[src/rtl/deinterleaver.sv]
// Block deinterleaver: serial column-major frames in, row-major frames out, ping-pong bit store.
// Define DEINT_SYNC_EN to add frame sync (din_sof input, sync_err output).
module deinterleaver #(
  parameter int unsigned LOG2_DIM = 3
) (
  input  logic clk2,
  input  logic rst_n,
  input  logic din,
  input  logic din_valid,
`ifdef DEINT_SYNC_EN
  input  logic din_sof,
  output logic sync_err,
`endif
  output logic dout,
  output logic dout_valid,
  output logic dout_last
);

  localparam int unsigned L  = LOG2_DIM;
  localparam int unsigned CW = 2 * L;
  localparam int unsigned F  = 1 << CW;
  localparam logic [CW-1:0] LastCnt = CW'(F - 1);

  typedef enum logic {StIdle, StRead} state_e;

  logic [2*F-1:0] mem_q;
  logic [CW-1:0]  wr_cnt_q;
  logic [CW-1:0]  wr_k;
  logic           wr_bank_q;
  logic [CW:0]    wr_addr;
  logic           accept;
  logic           resync;
  logic           frame_done;

  state_e         state_q;
  logic [CW-1:0]  rd_cnt_q;
  logic           rd_bank_q;
  logic [CW:0]    rd_addr;
  logic           rd_last;
  logic           pend_q;
  logic           pend_bank_q;
  logic           dout_q;
  logic           dout_valid_q;
  logic           dout_last_q;

`ifdef DEINT_SYNC_EN
  logic synced_q;
  logic sync_err_q;

  // Bits are dropped until the first marked start-of-frame after reset.
  assign accept = din_valid & (synced_q | din_sof);
  assign resync = din_valid & din_sof & synced_q & (wr_cnt_q != '0);

  always_ff @(posedge clk2 or negedge rst_n) begin
    if (!rst_n) begin
      synced_q   <= 1'b0;
      sync_err_q <= 1'b0;
    end else begin
      if (din_valid & din_sof) begin
        synced_q <= 1'b1;
      end
      sync_err_q <= resync;
    end
  end

  assign sync_err = sync_err_q;
`else
  assign accept = din_valid;
  assign resync = 1'b0;
`endif

  // A resync restarts the frame in the current bank at bit 0.
  assign wr_k       = resync ? '0 : wr_cnt_q;
  assign frame_done = accept & ~resync & (wr_cnt_q == LastCnt);
  assign wr_addr    = {wr_bank_q, wr_k[L-1:0], wr_k[CW-1:L]};

  always_ff @(posedge clk2) begin
    if (accept) begin
      mem_q[wr_addr] <= din;
    end
  end

  always_ff @(posedge clk2 or negedge rst_n) begin
    if (!rst_n) begin
      wr_cnt_q  <= '0;
      wr_bank_q <= 1'b0;
    end else if (accept) begin
      if (frame_done) begin
        wr_cnt_q  <= '0;
        wr_bank_q <= ~wr_bank_q;
      end else begin
        wr_cnt_q <= wr_k + 1'b1;
      end
    end
  end

  assign rd_addr = {rd_bank_q, rd_cnt_q};
  assign rd_last = (rd_cnt_q == LastCnt);

  always_ff @(posedge clk2 or negedge rst_n) begin
    if (!rst_n) begin
      state_q      <= StIdle;
      rd_cnt_q     <= '0;
      rd_bank_q    <= 1'b0;
      pend_q       <= 1'b0;
      pend_bank_q  <= 1'b0;
      dout_q       <= 1'b0;
      dout_valid_q <= 1'b0;
      dout_last_q  <= 1'b0;
    end else begin
      dout_q       <= 1'b0;
      dout_valid_q <= 1'b0;
      dout_last_q  <= 1'b0;
      unique case (state_q)
        StIdle: begin
          if (frame_done) begin
            state_q   <= StRead;
            rd_cnt_q  <= '0;
            rd_bank_q <= wr_bank_q;
          end
        end
        StRead: begin
          dout_q       <= mem_q[rd_addr];
          dout_valid_q <= 1'b1;
          dout_last_q  <= rd_last;
          rd_cnt_q     <= rd_cnt_q + 1'b1;
          if (rd_last) begin
            // A bank completing on the last read bit chains with no idle cycle.
            if (frame_done) begin
              rd_bank_q <= wr_bank_q;
            end else if (pend_q) begin
              rd_bank_q <= pend_bank_q;
              pend_q    <= 1'b0;
            end else begin
              state_q <= StIdle;
            end
          end else if (frame_done) begin
            pend_q      <= 1'b1;
            pend_bank_q <= wr_bank_q;
          end
        end
      endcase
    end
  end

  assign dout       = dout_q;
  assign dout_valid = dout_valid_q;
  assign dout_last  = dout_last_q;

endmodule

[config.mk]
export PLATFORM = sky130hd
export DESIGN_NAME = deinterleaver
export DESIGN_NICKNAME = d
export VERILOG_FILES = /design/src/rtl/deinterleaver.sv
export SDC_FILE = /design/constraint.sdc
export NUM_CORES = 1
export LEC_CHECK = 0
export CELL_PAD_IN_SITES_DETAIL_PLACEMENT = 0
export CELL_PAD_IN_SITES_GLOBAL_PLACEMENT = 1
export CORE_MARGIN = 4
export CORE_UTILIZATION = 52
export DETAILED_ROUTE_END_ITERATION = 12
export HOLD_SLACK_MARGIN = 0.02
export PLACE_DENSITY = 0.76
export SKIP_LAST_GASP = 1
export SYNTH_ARGS = -nofsm -noshare
export SYNTH_HDL_FRONTEND = slang
export SYNTH_SLANG_ARGS = --single-unit
[constraint.sdc]
create_clock -name clk2 -period 2.3 [get_ports clk2]
set_clock_uncertainty 0.15 [all_clocks]
set_input_delay 0.23 -clock clk2 [delete_from_list [all_inputs] [get_ports clk2]]
set_output_delay 0.23 -clock clk2 [all_outputs]
set_load 0.005 [all_outputs]
==> reports/metrics.csv <==
metric;value;unit
status;finished clean;
Buf/Inv on CP;1;
DR vias/cell;5.82;
syn_nets;505;
Max Cap Viol;0;
Worst Tran Pin Value;661;ps
GP Congestion;0.811;
Switch Pwr;0.00209;W
total CTS buffers;17;
share of cells above drive strength 1;18.7;%
Startpoint Class;register;
post_cts resized;0;
hold crit path type;in -> reg;
max reg flops;128;
hold-fix buffers at CTS;1;
clock share of power;40.1;%
post-synthesis cell type count;46;
DRC Markers;0;
power share of the sequential group;40.8;%
switch share;26.9;%
Largest Register;mem_q;
Max Freq;0.467;GHz
FF-to-FF path depth;6;
WP data required;2440;ps
WL/cell;20.9;um
Clk Latency, worst-skew pair;420;ps
worst-path cell chain;buf_4 -> mux4_2 -> a221oi_1 -> o21ai_0 -> nand2_1 -> o211ai_1;
# H-tree levels;4;
WP data arrival;2280;ps
post-route cell area;7710;um^2
Combinational Power Share;19.0;%
reg-to-reg endpoint;dout$_DFF_PN0_;
#FFs+latches synth;148;
initial DRC count;392;
EDFF count, synth;128;
Setup TNS Final;0;ps
area growth from synthesis to layout;16.5;%
pin count of the biggest net entering global routing;52;
crit end category;register;
Hold Vio Cnt, Final;0;
Die Area;14600;um^2
Synthesis Warnings;0;
Crit Path Class;reg -> reg;
num ports;7;
Int Pwr;0.00566;W
most common cell after layout, fill and taps aside;nor2_1;
most frequent cells in the layout;nor2_1 (136), edfxtp_1 (128), nand2_1 (36), buf_4 (28), mux4_2 (26);
RSZ-0062 raised after global routing;false;
Routed WL;14700;um
sequential share of the synthesized area;65.7;%
Tmin final;2140;ps
top flip-flop cell by instance count after synthesis;edfxtp_1;
Via Count;4097;
Post-Syn Area;6620;um^2
Antenna Nets Post-Route;0;
Placed Instance Area;7040;um^2
Synth area leader;edfxtp_1;
Die Y;121;um
final slew viol count;0;
gr ovfl total;0;
Post-Syn Instances;495;
first-pass GRT wire length;23800;um
syn_area_per_cell;13.4;um^2
Setup violations, final;0;
CTS Buffer Depth;2;
clock transition at the registers of the reported paths;60;ps
Critical Path Max Stage Delay;510;ps
antenna violations before repair;0;
CTS tree;done;
num rows;40;
PwrDens;1010;nW/um^2
ratio of final minimum period to clock period;93.1;%
root buf cell;clkbuf_16;
maximum VDD drop;0.661;mV
Post-DP HPWL;9480;um
leading post-synthesis cells by cell area;edfxtp_1 (58%), mux4_2 (8.9%), nor2_1 (7.7%), dfrtp_1 (7.6%), nand2_1 (2.0%);
Starting Density;54.2;%
antenna diode count;0;
family with the most delay on the worst path;multiplexers;
Hold Path End;mem_q[19]$_DFFE_PP_;
hold path depth;1;
slowest CP cell;mux4_2;
Crit Path Max Fanout;8;
Yosys top cell area share;58.1;%
Leakage;2.49;nW
IO Port Bufs;6;
biggest regs;mem_q: 128 flops, rd_cnt_q: 6 flops, wr_cnt_q: 6 flops;
worst reg2reg startpoint;rd_cnt_q[0]$_DFFE_PN0P_;
drt first pass iters;5;
CORE AREA;12200;um^2
Reg2Reg Setup Slack;160;ps
total power;0.00775;W
die width;121;um
Tot GR Track Use;22.2;%
buffer count from post-CTS setup fixing;0;
relative slew slack;55.9;%
min-delay src;din;
NumNets Final;533;
Async S/R FF share, synth;13.5;%
vias in the first global route;4217;
Sink Count;148;
==> worst max path at each step <==
stage	from	to	slack [ps]	cells past startpoint
3_3_place_gp	rd_cnt_q[0]$_DFFE_PN0P_	dout$_DFF_PN0_	160	6
3_5_place_dp	din_valid	mem_q[98]$_DFFE_PP_	160	6
5_1_grt	rd_cnt_q[0]$_DFFE_PN0P_	dout$_DFF_PN0_	2	6
2_1_floorplan	rd_cnt_q[0]$_DFFE_PN0P_	dout$_DFF_PN0_	420	5
6_report	rd_cnt_q[0]$_DFFE_PN0P_	dout$_DFF_PN0_	160	6
4_1_cts	rd_cnt_q[0]$_DFFE_PN0P_	dout$_DFF_PN0_	150	6
==> metal layers <==
layer / track usage, % / vias up / routed length, um
li1: - / 1859 / -
met1: 29.5 / 2094 / 6390
met2: 35.4 / 122 / 7280
met3: 5.52 / 22 / 758
met4: 8.78 / 0 / 265
met5: 0 / - / 0
==> through the flow <==
step,worst slack (ps),utilization [%],hold slack [ps],std cells
after floorplan,421,-,-216,495
after global placement,158,57.6,353,671
after detailed placement,155,57.6,366,671
after CTS,146,63.1,220,704
after global routing,2.49,63.1,267,704
final,160,63.1,241,704
==> kinds of logic after synthesis <==
| logic type | after synthesis | synth area share [%] |
|---|---|---|
| simple gates | 217 | 14.1 |
| mux | 46 | 12.0 |
| buf+inv | 36 | 2.40 |
| flops | 148 | 65.7 |
| xor+xnor | 8 | 1.06 |
| fa+ha+maj | 6 | 1.13 |
| compound gates | 34 | 3.58 |
==> cells in the mapped netlist (all sizes together), types with 2 or more instances <==
cell type	n
and3	3
nand4	6
or2	2
o2111ai	2
mux2i	12
mux2	8
ha	6
o41ai	2
nand2	36
nand3	12
o21ai	10
xnor2	6
dfrtp	20
o211ai	3
nor2	136
clkbuf	17
or3	2
nor2b	7
inv	5
a22oi	2
and2	2
nand2b	3
a2bb2oi	3
buf	13
nand4b	4
xor2	2
nor3b	2
a21oi	2
o22ai	3
mux4	26
edfxtp	128
==> final cells by class <==
cell class / instances / area (um^2)
clock buffer: 19 / 433
clock inverter: 13 / 228
fill: 947 / 4500
inverter: 6 / 22.5
multi-input combinational: 311 / 2110
sequential: 148 / 4350
tap: 168 / 210
timing repair buffer: 39 / 355
==> power groups by stage <==
stage / logic [W] / clock network (W) / registers, W
after global placement: 0.00146 / 0 / 0.00321
final: 0.00147 / 0.00311 / 0.00316
after CTS: 0.00149 / 0.00315 / 0.00316
after global routing: 0.00161 / 0.00328 / 0.00317
after detailed placement: 0.00148 / 0 / 0.00321
after floorplan: 0.000996 / 0 / 0.00314
==> worst reg2reg max path: stages, from the launching register on <==
cell,delay [ps]
dfrtp_2,460
buf_4,250
mux4_2,520
a221oi_1,290
o21ai_0,120
nand2_1,120
o211ai_1,90
No activity file was read; power rests on OpenSTA's default activity.
==> RTL change: new RTL, same settings <==
Register the input `din` before use, without a reset. The logic sees it one clock later. The other inputs are not delayed to match.
--- a/src/rtl/deinterleaver.sv
+++ b/src/rtl/deinterleaver.sv
@@ -24,2 +24,8 @@
   typedef enum logic {StIdle, StRead} state_e;
+
+  logic din_q;
+
+  always_ff @(posedge clk2) begin
+    din_q <= din;
+  end
 
@@ -78,3 +84,3 @@
     if (accept) begin
-      mem_q[wr_addr] <= din;
+      mem_q[wr_addr] <= din_q;
     end
Behaviour: no difference found for any inputs over 10 cycles, from zero or initial values and one cycle with rst_n low; that may be too few to reach the edited logic, so the function may still have changed.
==> RTL change against the original RTL <==
The flow now finishes with violations (setup timing). Area after synthesis rose by 0.19%. Setup slack got worse by 240 ps. Design area rose by 0.94%. Power fell by 11%. Wire length fell by 1.1%. Sequential cell count rose by 1. Largest cell class unchanged. Non-clock buffer count rose by 10.
==> RTL change: results (changes against the original RTL) <==
Parameter                              Value

Clock network
  Max clock buf depth ... 2 (unchanged)
  Clock buffers created by TritonCTS ... 17 (unchanged)
  Insertion delay to the later sink of the worst-skew pair ... between 400 and 500 ps
  Max H-tree Level ... 4 (unchanged)
  Clk pin slew, worst setup/hold paths ... 60 ps (about the same)

Placement
  Cell count after placement ... 682 (+1.6%)
  Final weighted congestion in routability-driven placement ... 0.797 (-1.8%)
  Port Buf Inserts ... 6 (unchanged)
  Detailed placer's ending HPWL ... 8.76 mm (-7.6%)
  Pre-CTS worst setup slack ... -117 ps (-273 ps)

STA
  Final worst slack ... -76.6 ps (-236 ps)
  Setup violations, final ... 1 (+1)
  Max-Slew Margin vs Limit ... 66.2% (+10 points)

Setup path
  Maximum fanout along the worst path ... 7 (-1)
  Crit-path slowest cell ... sky130_fd_sc_hd__mux4_2
  Crit-path max cell delay ... 530 ps (+20 ps)
  Number of cell instances on the worst register-to-register path ... 5 (-1)
  Data arrival time of the critical path ... 2530 ps (+250 ps)

Logic synthesis
  Top cell types by occurrence after synthesis ... sky130_fd_sc_hd__nor2_1 (133), sky130_fd_sc_hd__edfxtp_1 (128), sky130_fd_sc_hd__nand2_1 (39)
  Average cell area after synthesis ... 13.3 µm² (-0.61%)
  Post-synth ARST share ... 13.4% (-0.091 points)
  Main synth FF type ... sky130_fd_sc_hd__edfxtp_1
  Sequential element share of the synthesized area ... 65.8% (+0.18 points)
  Leading post-synthesis cells by cell area ... sky130_fd_sc_hd__edfxtp_1 (58%), sky130_fd_sc_hd__mux4_2 (7.8%), sky130_fd_sc_hd__dfrtp_1 (7.6%)
  Nets in the synthesized netlist ... 509 (+0.79%)
  Warnings from Yosys ... 0 (unchanged)
  Number of distinct library cells after synthesis ... 41 (-11%)

Finish
  Number of inserted filler cells in the final layout ... 926 (-2.2%)
  Registers with the most flip-flops ... mem_q: 128 flops, rd_cnt_q: 6 flops, wr_cnt_q: 6 flops
  Number of antenna diodes ... 0 (unchanged)
  Fraction of final layout cells sized beyond drive strength 1 ... 18.8% (+0.10 points)
  Net count, final ... 546 (+2.4%)

Power and ir drop
  Maximum VDD drop ... 0.674 mV (+1.9%)
  Static leakage power ... 0.00252 µW (+1.5%)
  Net load switching power ... 1690 µW (-19%)

Outcome
  Failing checks ... setup timing
  Outcome ... complete, but fails checks

Routing
  Total length of routed wires ... 14.5 mm (-1.1%)
  Detailed-routing iteration count for the pre-antenna-repair pass ... 5 (unchanged)
  Detailed-route vias per instance ... 5.61 (-3.6%)
  Total vias in the final route ... 4,022 (-1.8%)
  Starting DRT DRC Count ... 285 (-27%)

Global routing
  Met3 usage ... 3.96% (-1.6 points)
  Met2 Use GR ... 35.4% (about the same)
  Total global-route track usage ... 21.4% (-0.81 points)
  Met1 Track Usage GR ... 28.5% (-1.0 points)
  Number of antenna violations at the first check in global routing ... 0 (unchanged)
  Pin count of the biggest net entering global routing ... 129 (+150%)
  Via count of the first global-routing pass ... 4,114 (-2.4%)
  Global-route wire length before repair ... 23.2 mm (-2.5%)

Min path
  Hold Crit Depth ... 1 (unchanged)
[RTL change: final cells by class]
type / instances / share of cell area [%]
Clock buffer: 23 / 6.01
Clock inverter: 9 / 1.95
Inverter: 5 / 0.241
Multi-Input combinational cell: 314 / 27.2
Sequential cell: 149 / 56.1
Tap cell: 168 / 2.70
Timing Repair Buffer: 49 / 5.79
[RTL change: power by group through the flow]
stage / clock network, µW / registers [µW] / logic (µW)
after floorplan: 0 / 3140 / 504
after global placement: 0 / 3140 / 844
after detailed placement: 0 / 3140 / 863
after CTS: 2930 / 3090 / 873
after global routing: 3080 / 3100 / 942
final: 2900 / 3090 / 874
[RTL change: logic make-up after synthesis]
kind of cell    share of synthesized area [%]
buf+inv                                  2.44
fa+ha+maj                                1.13
xor+xnor                                0.925
simple gates                             14.0
mux                                      12.1
compound gates                           3.55
flops                                    65.8
[RTL change: path summary, 6_finish.rpt]
| path | to | slack [ps] | startpoint |
|---|---|---|---|
| max | dout$_DFF_PN0_ | -80 | rd_cnt_q[1]$_DFFE_PN0P_ |
| min | din_q$_DFF_P_ | 90 | din |
| max reg2reg | dout$_DFF_PN0_ | -80 | rd_cnt_q[1]$_DFFE_PN0P_ |
| min reg2reg | pend_bank_q$_DFFE_PN0P_ | 360 | pend_bank_q$_DFFE_PN0P_ |
| max in group asynchronous | rd_cnt_q[1]$_DFFE_PN0P_ | 1200 | rst_n |
| min in group asynchronous | rd_cnt_q[2]$_DFFE_PN0P_ | 540 | rst_n |
[RTL change: repair_timing]
item / CTS / global route
setup buffers: 2 / 0
pin swaps: 3 / 0
resized for setup: 8 / 3
endpoints found under the setup margin: 1 / 1
endpoints found under the hold margin: 20 / 0
hold buffers: 1 / 0
[RTL change: worst max-delay path, delay by kind of cell (launching register included)]
kind	cells	cell delay [ps]
and+or+nand+nor	1	180
DFF	1	490
muxes	2	1050
AOI/OAI and AO/OA	2	400
[RTL change: metal layers]
metal / vias up / part of all wire, %
met5: - / 0
met2: 119 / 51
li1: 1885 / -
met1: 2008 / 42
met3: 10 / 5.8
met4: 0 / 0.72
[RTL change: stage by stage]
step / cell area, µm² / util [%] / TNS (ps) / hold WS [ps]
final: 7780 / 63.4 / -76.6 / 87.0
after detailed placement: 7110 / 58.0 / -117 / 344
after global placement: 7110 / 58.0 / -118 / 338
after floorplan: 6640 / - / 0 / -216
after CTS: 7760 / 63.3 / -69.0 / 79.8
after global routing: 7780 / 63.4 / -144 / 84.7
